### src/rtl/data_mem_ctrl_if.sv
// -----------------------------------------------------------------------------
// data_mem_ctrl_if
// Bundles the three buses around the data-memory controller:
//   - MEM-stage request bus (cpu_*): request, qualifiers, load result, status
//   - loader byte-write bus (ldr_*): preload port, lower priority than the CPU
//   - RAM bus (mem_*): byte-wide synchronous RAM, 1-cycle read latency
// Modports:
//   slave  : the controller view (consumes requests, drives the RAM)
//   master : the environment view (pipeline, loader and RAM together)
// -----------------------------------------------------------------------------
interface data_mem_ctrl_if #(
   parameter int N          = 32,
   parameter int ADDR_WIDTH = 12
);
   // MEM-stage bus
   logic                  cpu_req;
   logic                  cpu_we;
   logic                  cpu_isByte;
   logic [N-1:0]          cpu_addr;
   logic [N-1:0]          cpu_wdata;
   logic [N-1:0]          cpu_rdata;
   logic                  cpu_done;
   logic                  cpu_err;
   logic                  cpu_stall;

   // loader bus
   logic                  ldr_req;
   logic [ADDR_WIDTH-1:0] ldr_addr;
   logic [7:0]            ldr_wdata;
   logic                  ldr_ack;

   // RAM bus
   logic [ADDR_WIDTH-1:0] mem_addr;
   logic [7:0]            mem_wdata;
   logic                  mem_we;
   logic                  mem_re;
   logic [7:0]            mem_rdata;

   modport slave (
      input  cpu_req, cpu_we, cpu_isByte, cpu_addr, cpu_wdata,
      output cpu_rdata, cpu_done, cpu_err, cpu_stall,
      input  ldr_req, ldr_addr, ldr_wdata,
      output ldr_ack,
      output mem_addr, mem_wdata, mem_we, mem_re,
      input  mem_rdata
   );

   modport master (
      output cpu_req, cpu_we, cpu_isByte, cpu_addr, cpu_wdata,
      input  cpu_rdata, cpu_done, cpu_err, cpu_stall,
      output ldr_req, ldr_addr, ldr_wdata,
      input  ldr_ack,
      input  mem_addr, mem_wdata, mem_we, mem_re,
      output mem_rdata
   );
endinterface : data_mem_ctrl_if

### src/rtl/data_mem_ctrl.sv
// -----------------------------------------------------------------------------
// data_mem_ctrl
// Sequencer/arbiter for the byte-wide data memory. Splits 32-bit word and byte
// loads/stores from the MEM stage into single-byte RAM cycles (little-endian),
// stalls the pipeline until the access completes, and lets a byte-wide loader
// write the RAM whenever the CPU is not requesting.
// Ports:
//   clk    : system clock, all state changes on the rising edge
//   rst_n  : asynchronous active-low reset
//   bus    : data_mem_ctrl_if.slave
//            cpu_* request/qualifiers in, cpu_rdata/done/err/stall out
//            ldr_* byte-write request in, ldr_ack out
//            mem_* address/write data/strobes out, mem_rdata in
// Latency (request sampled in IDLE -> cpu_done cycle):
//   word load 6, byte load 3, word store 5, byte store 2, misaligned word 1
// -----------------------------------------------------------------------------
module data_mem_ctrl #(
   parameter int N          = 32,
   parameter int ADDR_WIDTH = 12,
   parameter int DATA_WIDTH = 8
) (
   input  logic           clk,
   input  logic           rst_n,
   data_mem_ctrl_if.slave bus
);

   typedef enum logic [2:0] {
      IDLE,
      RD,
      RD_TAIL,
      WR,
      LDR,
      DONE
   } state_t;

   state_t                r_state;
   state_t                w_next;

   // access context latched when a request is accepted in IDLE
   logic [ADDR_WIDTH-1:0] r_addr;
   logic [1:0]            r_k;
   logic [1:0]            r_last;
   logic                  r_is_byte;
   logic                  r_err;
   logic [N-1:0]          r_wdata;

   // read return tracking: a byte issued in RD arrives one cycle later
   logic                  r_rd_pend;
   logic [1:0]            r_rd_lane;
   logic [N-1:0]          r_shadow;
   logic [N-1:0]          r_cpu_rdata;

   logic                  w_misaligned;
   logic [4:0]            w_byte_sel;
   logic [4:0]            w_lane_sel;
   logic [N-1:0]          w_shadow_merged;
   logic [ADDR_WIDTH-1:0] w_mem_addr;
   logic [7:0]            w_mem_wdata;
   logic                  w_mem_we;
   logic                  w_mem_re;
   logic                  w_ldr_ack;
   logic                  w_cpu_done;
   logic                  w_cpu_err;
   logic                  w_unused_addr;

   // address bits above the RAM depth are ignored
   assign w_unused_addr = ^bus.cpu_addr[N-1:ADDR_WIDTH];

   assign w_misaligned = ~bus.cpu_isByte & (bus.cpu_addr[1:0] != 2'b00);
   assign w_byte_sel   = {r_k, 3'b000};
   assign w_lane_sel   = {r_rd_lane, 3'b000};

   // Shadow with the byte arriving this cycle already merged in, so the final
   // byte captured in RD_TAIL reaches cpu_rdata together with the DONE state.
   always_comb begin
      w_shadow_merged = r_shadow;
      if (r_rd_pend) begin
         w_shadow_merged[w_lane_sel +: DATA_WIDTH] = bus.mem_rdata;
      end
   end

   // ---------------------------------------------------------------------------
   // FSM state register
   // ---------------------------------------------------------------------------
   // NOTE: state and datapath registers use non-blocking assignments so every
   // flop samples the pre-edge values of its neighbours.
   always_ff @(posedge clk or negedge rst_n) begin
      if (!rst_n) begin
         r_state <= IDLE;
      end else begin
         r_state <= w_next;
      end
   end

   // ---------------------------------------------------------------------------
   // FSM next state and memory/handshake outputs
   // ---------------------------------------------------------------------------
   // NOTE: every output of this block is given a default first so no path
   // leaves a signal unassigned and no latch is inferred.
   always_comb begin
      w_next      = r_state;
      w_mem_addr  = '0;
      w_mem_wdata = '0;
      w_mem_we    = 1'b0;
      w_mem_re    = 1'b0;
      w_ldr_ack   = 1'b0;
      w_cpu_done  = 1'b0;
      w_cpu_err   = 1'b0;

      unique case (r_state)
         IDLE: begin
            // CPU wins over the loader
            if (bus.cpu_req) begin
               if (w_misaligned) begin
                  w_next = DONE;
               end else if (bus.cpu_we) begin
                  w_next = WR;
               end else begin
                  w_next = RD;
               end
            end else if (bus.ldr_req) begin
               w_next = LDR;
            end
         end

         RD: begin
            w_mem_re   = 1'b1;
            w_mem_addr = r_addr + ADDR_WIDTH'(r_k);
            if (r_k == r_last) begin
               w_next = RD_TAIL;
            end
         end

         RD_TAIL: begin
            w_next = DONE;
         end

         WR: begin
            w_mem_we    = 1'b1;
            w_mem_addr  = r_addr + ADDR_WIDTH'(r_k);
            w_mem_wdata = r_wdata[w_byte_sel +: DATA_WIDTH];
            if (r_k == r_last) begin
               w_next = DONE;
            end
         end

         LDR: begin
            w_mem_we    = 1'b1;
            w_mem_addr  = bus.ldr_addr;
            w_mem_wdata = bus.ldr_wdata;
            w_ldr_ack   = 1'b1;
            w_next      = IDLE;
         end

         DONE: begin
            w_cpu_done = 1'b1;
            w_cpu_err  = r_err;
            w_next     = IDLE;
         end

         default: begin
            w_next = IDLE;
         end
      endcase
   end

   // ---------------------------------------------------------------------------
   // Access context and byte counter
   // ---------------------------------------------------------------------------
   always_ff @(posedge clk or negedge rst_n) begin
      if (!rst_n) begin
         r_addr    <= '0;
         r_k       <= '0;
         r_last    <= '0;
         r_is_byte <= 1'b0;
         r_err     <= 1'b0;
         r_wdata   <= '0;
      end else begin
         if (r_state == IDLE && bus.cpu_req) begin
            r_addr    <= bus.cpu_addr[ADDR_WIDTH-1:0];
            r_k       <= 2'd0;
            r_last    <= bus.cpu_isByte ? 2'd0 : 2'd3;
            r_is_byte <= bus.cpu_isByte;
            r_err     <= w_misaligned;
            r_wdata   <= bus.cpu_wdata;
         end else if (r_state == RD || r_state == WR) begin
            r_k <= r_k + 2'd1;
         end
      end
   end

   // ---------------------------------------------------------------------------
   // Read data capture and load result
   // ---------------------------------------------------------------------------
   // NOTE: the shadow is a single word register, not a memory array, so it is
   // reset along with the rest of the datapath.
   always_ff @(posedge clk or negedge rst_n) begin
      if (!rst_n) begin
         r_rd_pend   <= 1'b0;
         r_rd_lane   <= '0;
         r_shadow    <= '0;
         r_cpu_rdata <= '0;
      end else begin
         r_rd_pend <= (r_state == RD);
         r_rd_lane <= r_k;
         if (r_rd_pend) begin
            r_shadow <= w_shadow_merged;
         end
         // only loads pass through RD_TAIL, so cpu_rdata changes exactly when a
         // successful load enters DONE and holds otherwise
         if (r_state == RD_TAIL) begin
            if (r_is_byte) begin
               r_cpu_rdata <= {{(N-DATA_WIDTH){1'b0}}, w_shadow_merged[DATA_WIDTH-1:0]};
            end else begin
               r_cpu_rdata <= w_shadow_merged;
            end
         end
      end
   end

   // ---------------------------------------------------------------------------
   // Output drive
   // ---------------------------------------------------------------------------
   assign bus.mem_addr  = w_mem_addr;
   assign bus.mem_wdata = w_mem_wdata;
   assign bus.mem_we    = w_mem_we;
   assign bus.mem_re    = w_mem_re;
   assign bus.ldr_ack   = w_ldr_ack;
   assign bus.cpu_done  = w_cpu_done;
   assign bus.cpu_err   = w_cpu_err;
   assign bus.cpu_rdata = r_cpu_rdata;
   assign bus.cpu_stall = bus.cpu_req & ~w_cpu_done;

endmodule : data_mem_ctrl

### src/flat_wrapper.sv
// flat-port wrapper written by rule: the top's interface ports become plain ports
module data_mem_ctrl_flat 
#(
   parameter int N          = 32,
   parameter int ADDR_WIDTH = 12,
   parameter int DATA_WIDTH = 8
)
  (clk, rst_n, bus_cpu_req, bus_cpu_we, bus_cpu_isByte, bus_cpu_addr, bus_cpu_wdata, bus_cpu_rdata, bus_cpu_done, bus_cpu_err, bus_cpu_stall, bus_ldr_req, bus_ldr_addr, bus_ldr_wdata, bus_ldr_ack, bus_mem_addr, bus_mem_wdata, bus_mem_we, bus_mem_re, bus_mem_rdata);
  data_mem_ctrl_if #(.N(N), .ADDR_WIDTH(ADDR_WIDTH)) bus_i ();
  input  logic clk;
  input  logic rst_n;
  input wire logic [$bits(bus_i.cpu_req)-1:0] bus_cpu_req;
  input wire logic [$bits(bus_i.cpu_we)-1:0] bus_cpu_we;
  input wire logic [$bits(bus_i.cpu_isByte)-1:0] bus_cpu_isByte;
  input wire logic [$bits(bus_i.cpu_addr)-1:0] bus_cpu_addr;
  input wire logic [$bits(bus_i.cpu_wdata)-1:0] bus_cpu_wdata;
  output wire logic [$bits(bus_i.cpu_rdata)-1:0] bus_cpu_rdata;
  output wire logic [$bits(bus_i.cpu_done)-1:0] bus_cpu_done;
  output wire logic [$bits(bus_i.cpu_err)-1:0] bus_cpu_err;
  output wire logic [$bits(bus_i.cpu_stall)-1:0] bus_cpu_stall;
  input wire logic [$bits(bus_i.ldr_req)-1:0] bus_ldr_req;
  input wire logic [$bits(bus_i.ldr_addr)-1:0] bus_ldr_addr;
  input wire logic [$bits(bus_i.ldr_wdata)-1:0] bus_ldr_wdata;
  output wire logic [$bits(bus_i.ldr_ack)-1:0] bus_ldr_ack;
  output wire logic [$bits(bus_i.mem_addr)-1:0] bus_mem_addr;
  output wire logic [$bits(bus_i.mem_wdata)-1:0] bus_mem_wdata;
  output wire logic [$bits(bus_i.mem_we)-1:0] bus_mem_we;
  output wire logic [$bits(bus_i.mem_re)-1:0] bus_mem_re;
  input wire logic [$bits(bus_i.mem_rdata)-1:0] bus_mem_rdata;
  assign bus_i.cpu_req = bus_cpu_req;
  assign bus_i.cpu_we = bus_cpu_we;
  assign bus_i.cpu_isByte = bus_cpu_isByte;
  assign bus_i.cpu_addr = bus_cpu_addr;
  assign bus_i.cpu_wdata = bus_cpu_wdata;
  assign bus_cpu_rdata = bus_i.cpu_rdata;
  assign bus_cpu_done = bus_i.cpu_done;
  assign bus_cpu_err = bus_i.cpu_err;
  assign bus_cpu_stall = bus_i.cpu_stall;
  assign bus_i.ldr_req = bus_ldr_req;
  assign bus_i.ldr_addr = bus_ldr_addr;
  assign bus_i.ldr_wdata = bus_ldr_wdata;
  assign bus_ldr_ack = bus_i.ldr_ack;
  assign bus_mem_addr = bus_i.mem_addr;
  assign bus_mem_wdata = bus_i.mem_wdata;
  assign bus_mem_we = bus_i.mem_we;
  assign bus_mem_re = bus_i.mem_re;
  assign bus_i.mem_rdata = bus_mem_rdata;
  data_mem_ctrl #(.N(N), .ADDR_WIDTH(ADDR_WIDTH), .DATA_WIDTH(DATA_WIDTH)) u_core (.clk(clk), .rst_n(rst_n), .bus(bus_i));
endmodule
### config.mk
export PLATFORM = sky130hd
export DESIGN_NAME = data_mem_ctrl_flat
export DESIGN_NICKNAME = d
export VERILOG_FILES = /design/src/rtl/data_mem_ctrl_if.sv /design/src/rtl/data_mem_ctrl.sv /design/src/flat_wrapper.sv
export SDC_FILE = /design/constraint.sdc
export NUM_CORES = 1
export LEC_CHECK = 0
export ABC_AREA = 1
export CAP_MARGIN = 15
export CORE_UTILIZATION = 48
export CTS_BUF_LIST = sky130_fd_sc_hd__clkbuf_16
export DETAILED_ROUTE_END_ITERATION = 12
export PLACE_DENSITY_LB_ADDON = 0.3
export SYNTH_ARGS = -nofsm -noshare
export SYNTH_HDL_FRONTEND = slang
export SYNTH_SLANG_ARGS = --single-unit
### constraint.sdc
create_clock -name clk -period 2.25 [get_ports clk]
set_input_delay 0.225 -clock clk [delete_from_list [all_inputs] [get_ports clk]]
set_output_delay 0.225 -clock clk [all_outputs]
set_load 0.005 [all_outputs]
=== After elaboration in Yosys (flattened, before gate mapping) ===
Cells that the tools add are included.

* Input bits: 98
* Bits in writable memories: 0
* Word-level logic and storage cells: 58
* Memories: 0
* Output and inout port bits: 58
* Bits in read-only memories: 0
* Latch bits: 0
* Bits in registers: 120

* Div/mod/pow operators: 0
* Equal/unequal tests: 9
* Muxes and demuxes: 20
* Order comparisons: 0
* Reductions and logical operators: 8
* $add $sub $neg: 3
* Shifts and indexed selects: 3
* Bitwise operators: 4
* $mul: 0

{| class="wikitable"
|+ Operator list
! operator !! count
|-
| two-way mux 32 bit || 2
|-
| bitwise mux 32 bit || 1
|-
| variable shift 8 x 7 -> 32 bit (first input constant) || 1
|-
| indexed part select 32 x 6 -> 8 bit || 1
|-
| indexed part select 8 x 7 -> 32 bit || 1
|-
| one-hot mux 12 bit (2 select lines) || 1
|-
| one-hot mux 8 bit (2 select lines) || 1
|-
| two-way mux 3 bit || 5
|-
| adder 12 x 2 -> 12 bit || 1
|-
| one-hot mux 3 bit (4 select lines) || 1
|-
| two-way mux 2 bit || 4
|-
| negator 5 -> 7 bit || 1
|-
| equality test 3 x 2 -> 1 bit (second input constant) || 2
|-
| equality test 3 bit (second input constant) || 2
|-
| two-way mux 1 bit || 5
|-
| != test 2 x 1 -> 1 bit (second input constant) || 2
|-
| nonzero test 2 bit || 2
|-
| OR reduction 2 bit || 2
|-
| equality test 3 x 1 -> 1 bit (second input constant) || 1
|-
| logical NOT 3 bit || 1
|-
| != test 3 bit (second input constant) || 1
|-
| AND reduction 3 bit || 1
|-
| adder 2 x 1 -> 2 bit (second input constant) || 1
|-
| bitwise AND 1 bit || 2
|-
| other kinds (4) || 5
|}

=== Logic depth before layout (Yosys ltp) ===
Gate-level depths: netlist of the first run.

* Depth in word-level cells: 5
* Depth in mapped cells: 9
* Gate-level depth less buffers: 8

=== Worst setup path before layout of the first run ===
No wires, ideal clock.

* Path kind: register -> output
* Start: register u_core.r_k[0]
* End: output port bus_mem_addr[8]
* Stages on the path, launching flop included: 8
* Setup slack: 0.545 ns
* Data arrival time: 1.480 ns
* Path through: dfrtp_1 ha_1 fa_1 nand2_1 inv_1 nand3_1 nand2_1 o21ai_0

* Longest elaborated chain between the ends: 2

{| class="wikitable"
|+ Ends and longest elaborated chain
! element !! RTL line !! source
|-
| from (decl) || data_mem_ctrl.sv:41 || <nowiki>logic [1:0] r_k;</nowiki>
|-
| from (signal assigned) || data_mem_ctrl.sv:187 || <nowiki>r_k <= r_k + 2'd1;</nowiki>
|-
| adder 12 x 2 -> 12 bit || data_mem_ctrl.sv:128, data_mem_ctrl.sv:140 ||
|-
| one-hot mux 12 bit (2 select lines) || data_mem_ctrl.sv:110 || <nowiki>unique case (r_state)</nowiki>
|-
| to (decl) || flat_wrapper.sv:25 || <nowiki>output wire logic [$bits(bus_i.mem_addr)-1:0] bus_mem_addr;</nowiki>
|}

Every way passes these cells.

=== Final worst setup path of the first run ===
* Start: register u_core.r_k[1]
* End: output port bus_mem_addr[8]

The elaborated chain is that of the path after synthesis.

==> run_results.csv, run 1 <==
group,metric,value,unit
run_status,status,"finished, violations left",
run_status,violations,"setup timing",
synthesis,ys_seq_area_frac,0.544,
timing,fin_hold_ws,0.284,ns
timing,worstMarginPinSlew,0.532,ns
floorplanning,die_w,109,um
detailed_routing,drt_first_pass_iters,5,
synthesis,syn_nets,801,
clocking,numCtsBuffers,17,
grt,grt_max_degree,71,
worst_setup_path,cp.required,2.03,ns
timing,fin_skew,0.00837,ns
grt,grt_pass1_wl,23800,um
floorplanning,ios,156,
worst_setup_path,critPathCaptureType,"primary output",
timing,max_slew_margin,0.645,
floorplanning,die_area,11800,um2
timing,fin_ws,-0.0765,ns
run,drv_cap,0,
clocking,cts_root_buf,"clkbuf_16",
pwr,power_leakage,4.09,nW
pwr,powerDensity,1380,nW/um2
detailed_routing,drc_errors,0,
final_layout,finalInstanceArea,7920,um2
timing,drv_slew,0,
detailed_routing,wl_per_cell,14.8,um
synthesis,synthCells,695,
final_layout,antennaDiodeCount,0,
synthesis,synth_cell_types,27,
grt,grt_pass1_vias,5095,
synthesis,synth_area,5480,um2
synthesis,yosys_warnings,0,
worst_setup_path,crit_path_max_fanout,4,
place,gp_congestion,0.888,
place,portBuffers,135,
worst_setup_path,regToRegSetupSlack,0.53,ns
timing,setup_violations,4,
place,placed_cells,963,
detailed_routing,totalWireLength,15000,um
worst_hold_path,holdCritPathClass,"input port to asynchronous set/reset pin",
clocking,cts_tree,"yes",
place,dpl.hpwl,9720,um
worst_setup_path,r2r_cells,7,
worst_setup_path,startpoint_type,"flop",
synthesis,synth.ff_latch_count,119,
detailed_routing,drt_iter0_drc,380,
timing,hold_viol,0,
clocking,htree_levels,4,
pwr,ir_worst_vdd,0.725,mV
synthesis,synthTopCellsByArea,"dfrtp_1 (54%), nand2_1 (25%), nand3_1 (4.5%)",
place,preCtsSetupSlack,-0.0123,ns
final_layout,layout.nets,970,
timing,finalCritPeriodShare,1.03,
place,dpl_cell_area,7040,um2
floorplanning,start_util,0.499,
detailed_routing,postRouteAntennaNets,0,
timing,layout_min_cycle_time,2.33,ns
floorplanning,rows,38,
synthesis,synth_top_area_frac,0.544,
grt,antenna_found_initial,0,
timing,rsz0062_at_grt,"true",
detailed_routing,vias,5269,
clocking,clock_path_buffers,2,
synthesis,yosys.area.top_type,"dfrtp_1",
floorplanning,core_area,11000,um2
worst_setup_path,crit_type,"flop to primary output",
final_layout,finalNonFillerCells,1017,
timing,tns,-0.123,ns
final_layout,layout_commonest_cell,"nand2_1",
grt,grt_overflow,0,
floorplanning,dieHeight,109,um
timing,fmax,0.430,GHz
clocking,cts.sinks,119,
clocking,clkLatencyLatePin,0.40,ns
final_layout,mostFrequentLayoutCells,"nand2_1 (362), dfrtp_1 (118), clkdlybuf4s50_1 (115), nand3_1 (45), inv_1 (33)",
clocking,clk_pin_slew,0.05,ns
worst_setup_path,worstPathArrival,2.10,ns
detailed_routing,vias_per_cell,5.18,
grt,grt_use_total,0.264,
synthesis,avgSynthCellArea,7.88,um2
final_layout,drive_gt1_frac,0.132,
final_layout,area_delta_synth_final,44.6,%
logic make-up (layout without fill, tap and decap cells):
kind of cell | after synthesis | after routing | share of synthesized area
compound gates | 55 | 55 | 0.0589
buf+inv | 65 | 246 | 0.0493
flops | 119 | 119 | 0.544
fa+ha+maj | 8 | 8 | 0.0196
xor+xnor | 1 | 1 | 0.00160
simple gates | 447 | 448 | 0.327
stage by stage:
step	total power, mW	utilization
global placement	7.62	0.641
CTS	10.7	0.710
floorplan	5.89	-
global route	11.7	0.721
detailed placement	7.77	0.641
finish	10.9	0.721
timing repair:
action	CTS	global route
setup endpoints to repair	20	10
hold buffers	1	0
setup buffers	10	8
cloned	3	1
pin swaps	8	8
gates resized for setup	49	31
hold endpoints to repair	27	0
Yosys cell counts:
cell      number
nand2_1      367
dfrtp_1      119
nand3_1       49
inv_1         34
o21ai_1       24
nor2_1        16
buf_2         15
o21ai_0       12
o21ai_2        8
ha_1           7
clkbuf_1       6
a21oi_1        5
nand2_2        5
clkinv_1       4
inv_2          4
nand4_1        4
a22o_1         3
nor2_2         3
buf_4          2
a31oi_1        1
fa_1           1
nand3_4        1
nor2_4         1
nor3_1         1
o21a_1         1
o21bai_1       1
xnor2_1        1
worst max-delay path, stage by stage (launching register included):
cell and delay, ns:
dfrtp_1 0.39, buf_4 0.14, buf_4 0.13, fa_2 0.41, nand2_2 0.12, inv_2 0.07, nand3_1 0.08, nand2_1 0.06
o21ai_1 0.16, buf_2 0.14
final timing paths:
path,endpoint,startpoint
hold / removal,u_core.bus.cpu_rdata[25]$_DFFE_PN0N_,rst_n
min in group clk,u_core.r_addr[2]$_DFFE_PN0P_,bus_cpu_addr[2]
max in group asynchronous,u_core.r_state[1]$_DFFE_PN0P_,rst_n
setup reg to reg,u_core.r_wdata[4]$_DFFE_PN0P_,u_core.r_state[1]$_DFFE_PN0P_
hold reg to reg,u_core.r_shadow[1]$_DFFE_PN0P_,u_core.r_shadow[1]$_DFFE_PN0P_
setup / recovery,bus_mem_addr[8],u_core.r_k[1]$_DFFE_PN0P_
cell type report:
cell class	count	area, um2
fillers	802	3060
flip-flops and latches	119	2980
multi-input cells	512	2310
repair buffers	172	1730
clock buffers	17	425
well taps	140	175
inverters	42	161
clock inverters	15	145
layer usage:
layer  wire length, um  vias up  GRT usage
met3              1030       45     0.0484
met1              6020     2461      0.330
met2              7530      249      0.446
met4               431        0      0.116
li1                  -     2514          -
met5                 0        -          0
state kept, by name, indices dropped and copies added, names as in the netlist:
signal                flops
u_core.r_is_byte          1
u_core.r_addr            12
u_core.r_rd_pend          1
u_core.bus.cpu_rdata     32
u_core.r_rd_lane          2
u_core.r_last             1
u_core.r_shadow          32
u_core.r_state            3
u_core.r_wdata           32
u_core.r_err              1
u_core.r_k                2
where the power goes:
part | switching [mW] | internal, mW
clock network | 0.899 | 1.70
logic | 2.43 | 2.20
registers | 0.594 | 3.11
total | 3.93 | 7.01
Power figures use the tool's default switching activity.
==> run 2: changes to the inputs <==
--- a/config.mk
+++ b/config.mk
@@ -11,6 +11,7 @@
 export CTS_BUF_LIST = sky130_fd_sc_hd__clkbuf_16
 export DETAILED_ROUTE_END_ITERATION = 12
 export PLACE_DENSITY_LB_ADDON = 0.3
+export SKIP_LAST_GASP = 1
 export SYNTH_ARGS = -nofsm -noshare
 export SYNTH_HDL_FRONTEND = slang
 export SYNTH_SLANG_ARGS = --single-unit
==> run_results.csv, run 2 (synthesis results as in run 1) <==
group,metric,value,unit
clocking,clk_pin_slew,0.05,ns
run_status,violations,"setup timing",
worst_setup_path,worstPathArrival,2.08,ns
final_layout,layout_commonest_cell,"nand2_1",
timing,fin_ws,-0.0551,ns
final_layout,layout.nets,969,
place,dpl_cell_area,7040,um2
clocking,numCtsBuffers,17,
timing,finalCritPeriodShare,1.02,
final_layout,finalInstanceArea,7920,um2
place,portBuffers,135,
timing,fmax,0.434,GHz
detailed_routing,drt_first_pass_iters,7,
worst_setup_path,crit_path_max_fanout,3,
timing,setup_violations,2,
floorplanning,die_w,109,um
timing,hold_viol,0,
grt,grt_use_total,0.262,
clocking,clock_path_buffers,2,
final_layout,multi_input_area,2300,um2
clocking,cts_tree,"yes",
timing,rsz0062_at_grt,"true",
pwr,powerDensity,1380,nW/um2
floorplanning,start_util,0.499,
floorplanning,dieHeight,109,um
timing,fin_skew,0.00707,ns
grt,grt_max_degree,71,
floorplanning,ios,156,
detailed_routing,wl_per_cell,14.6,um
grt,grt_pass1_vias,5089,
final_layout,seq_area,2980,um2
pwr,power_leakage,4.14,nW
final_layout,area_delta_synth_final,44.5,%
detailed_routing,postRouteAntennaNets,0,
final_layout,drive_gt1_frac,0.128,
clocking,clkLatencyLatePin,0.40,ns
floorplanning,core_area,11000,um2
detailed_routing,drc_errors,0,
worst_setup_path,startpoint_type,"flop",
timing,fin_hold_ws,0.284,ns
worst_setup_path,critPathCaptureType,"primary output",
floorplanning,rows,38,
run,drv_cap,0,
grt,grt_overflow,0,
place,preCtsSetupSlack,-0.0123,ns
grt,grt_pass1_wl,23700,um
run_status,status,"finished, violations left",
detailed_routing,vias_per_cell,5.16,
detailed_routing,totalWireLength,14800,um
timing,max_slew_margin,0.649,
final_layout,antennaDiodeCount,0,
worst_setup_path,crit_type,"flop to primary output",
floorplanning,die_area,11800,um2
clocking,cts.sinks,119,
final_layout,mostFrequentLayoutCells,"nand2_1 (362), dfrtp_1 (118), clkdlybuf4s50_1 (115), nand3_1 (45), inv_1 (33)",
worst_hold_path,holdCritPathClass,"input port to asynchronous set/reset pin",
timing,worstMarginPinSlew,0.525,ns
clocking,cts_root_buf,"clkbuf_16",
grt,antenna_found_initial,0,
final_layout,fillerInstances,801,
detailed_routing,vias,5240,
timing,layout_min_cycle_time,2.31,ns
worst_setup_path,cp.required,2.03,ns
place,dpl.hpwl,9720,um
pwr,total_power,10.9,mW
detailed_routing,drt_iter0_drc,401,
pwr,ir_worst_vdd,0.698,mV
place,gp_congestion,0.888,
timing,drv_slew,0,
clocking,htree_levels,4,
==> run 2: final cells by class <==
cell class | instances | area share
flip-flops and latches | 119 | 0.376
repair buffers | 171 | 0.219
well taps | 140 | 0.0221
clock buffers | 17 | 0.0537
multi-input cells | 512 | 0.290
inverters | 42 | 0.0204
clock inverters | 15 | 0.0183
==> run 2: path summary, 6_finish.rpt <==
| kind | depth (start not counted) | slack, ns | to | start |
|---|---|---|---|---|
| max in group asynchronous | 3 | 1.25 | u_core.r_state[1]$_DFFE_PN0P_ | rst_n |
| min | 2 | 0.28 | u_core.bus.cpu_rdata[25]$_DFFE_PN0N_ | rst_n |
| min reg2reg | 2 | 0.47 | u_core.r_shadow[1]$_DFFE_PN0P_ | u_core.r_shadow[1]$_DFFE_PN0P_ |
| max | 7 | -0.06 | bus_mem_addr[2] | u_core.r_k[1]$_DFFE_PN0P_ |
| max reg2reg | 7 | 0.52 | u_core.r_wdata[30]$_DFFE_PN0P_ | u_core.r_state[1]$_DFFE_PN0P_ |
| min in group clk | 3 | 0.36 | u_core.r_wdata[5]$_DFFE_PN0P_ | bus_cpu_wdata[5] |
==> run 2: power breakdown <==
group          switching [mW]  internal, mW
Clock                   0.902          1.70
Combinational            2.41          2.19
Sequential              0.583          3.11
Total                    3.89          7.00
==> run 2: through the flow <==
stage               cells  utilization  TNS, ns
floorplan             695            -        0
global placement      963        0.641        0
detailed placement    963        0.641  -0.0123
CTS                  1009        0.710   -0.717
global route         1016        0.721   -0.365
finish               1016        0.721  -0.0779
==> run 2: worst max-delay path, stage by stage (launching register included) <==
cell           delay, ns
dfrtp_1             0.39
buf_4               0.15
fa_2                0.40
buf_4               0.15
nor2_1              0.09
nor2_1              0.06
a22o_1              0.19
dlygate4sd2_1       0.26
==> run 2: routing by layer <==
| metal | vias to the layer above | routed length (um) | global-route usage |
|---|---|---|---|
| met5 | - | 0 | 0 |
| met4 | 0 | 401 | 0.113 |
| met3 | 33 | 952 | 0.0484 |
| met2 | 249 | 7440 | 0.445 |
| met1 | 2448 | 6010 | 0.327 |
| li1 | 2510 | - | - |
==> run 2: timing repair <==
item                                   CTS  global route
setup endpoints to repair               20            14
resized for setup                       41            31
pin swaps                                7             7
cloned                                   3             1
hold buffers                             1             0
setup buffers                           10             6
endpoints found under the hold margin   27             0
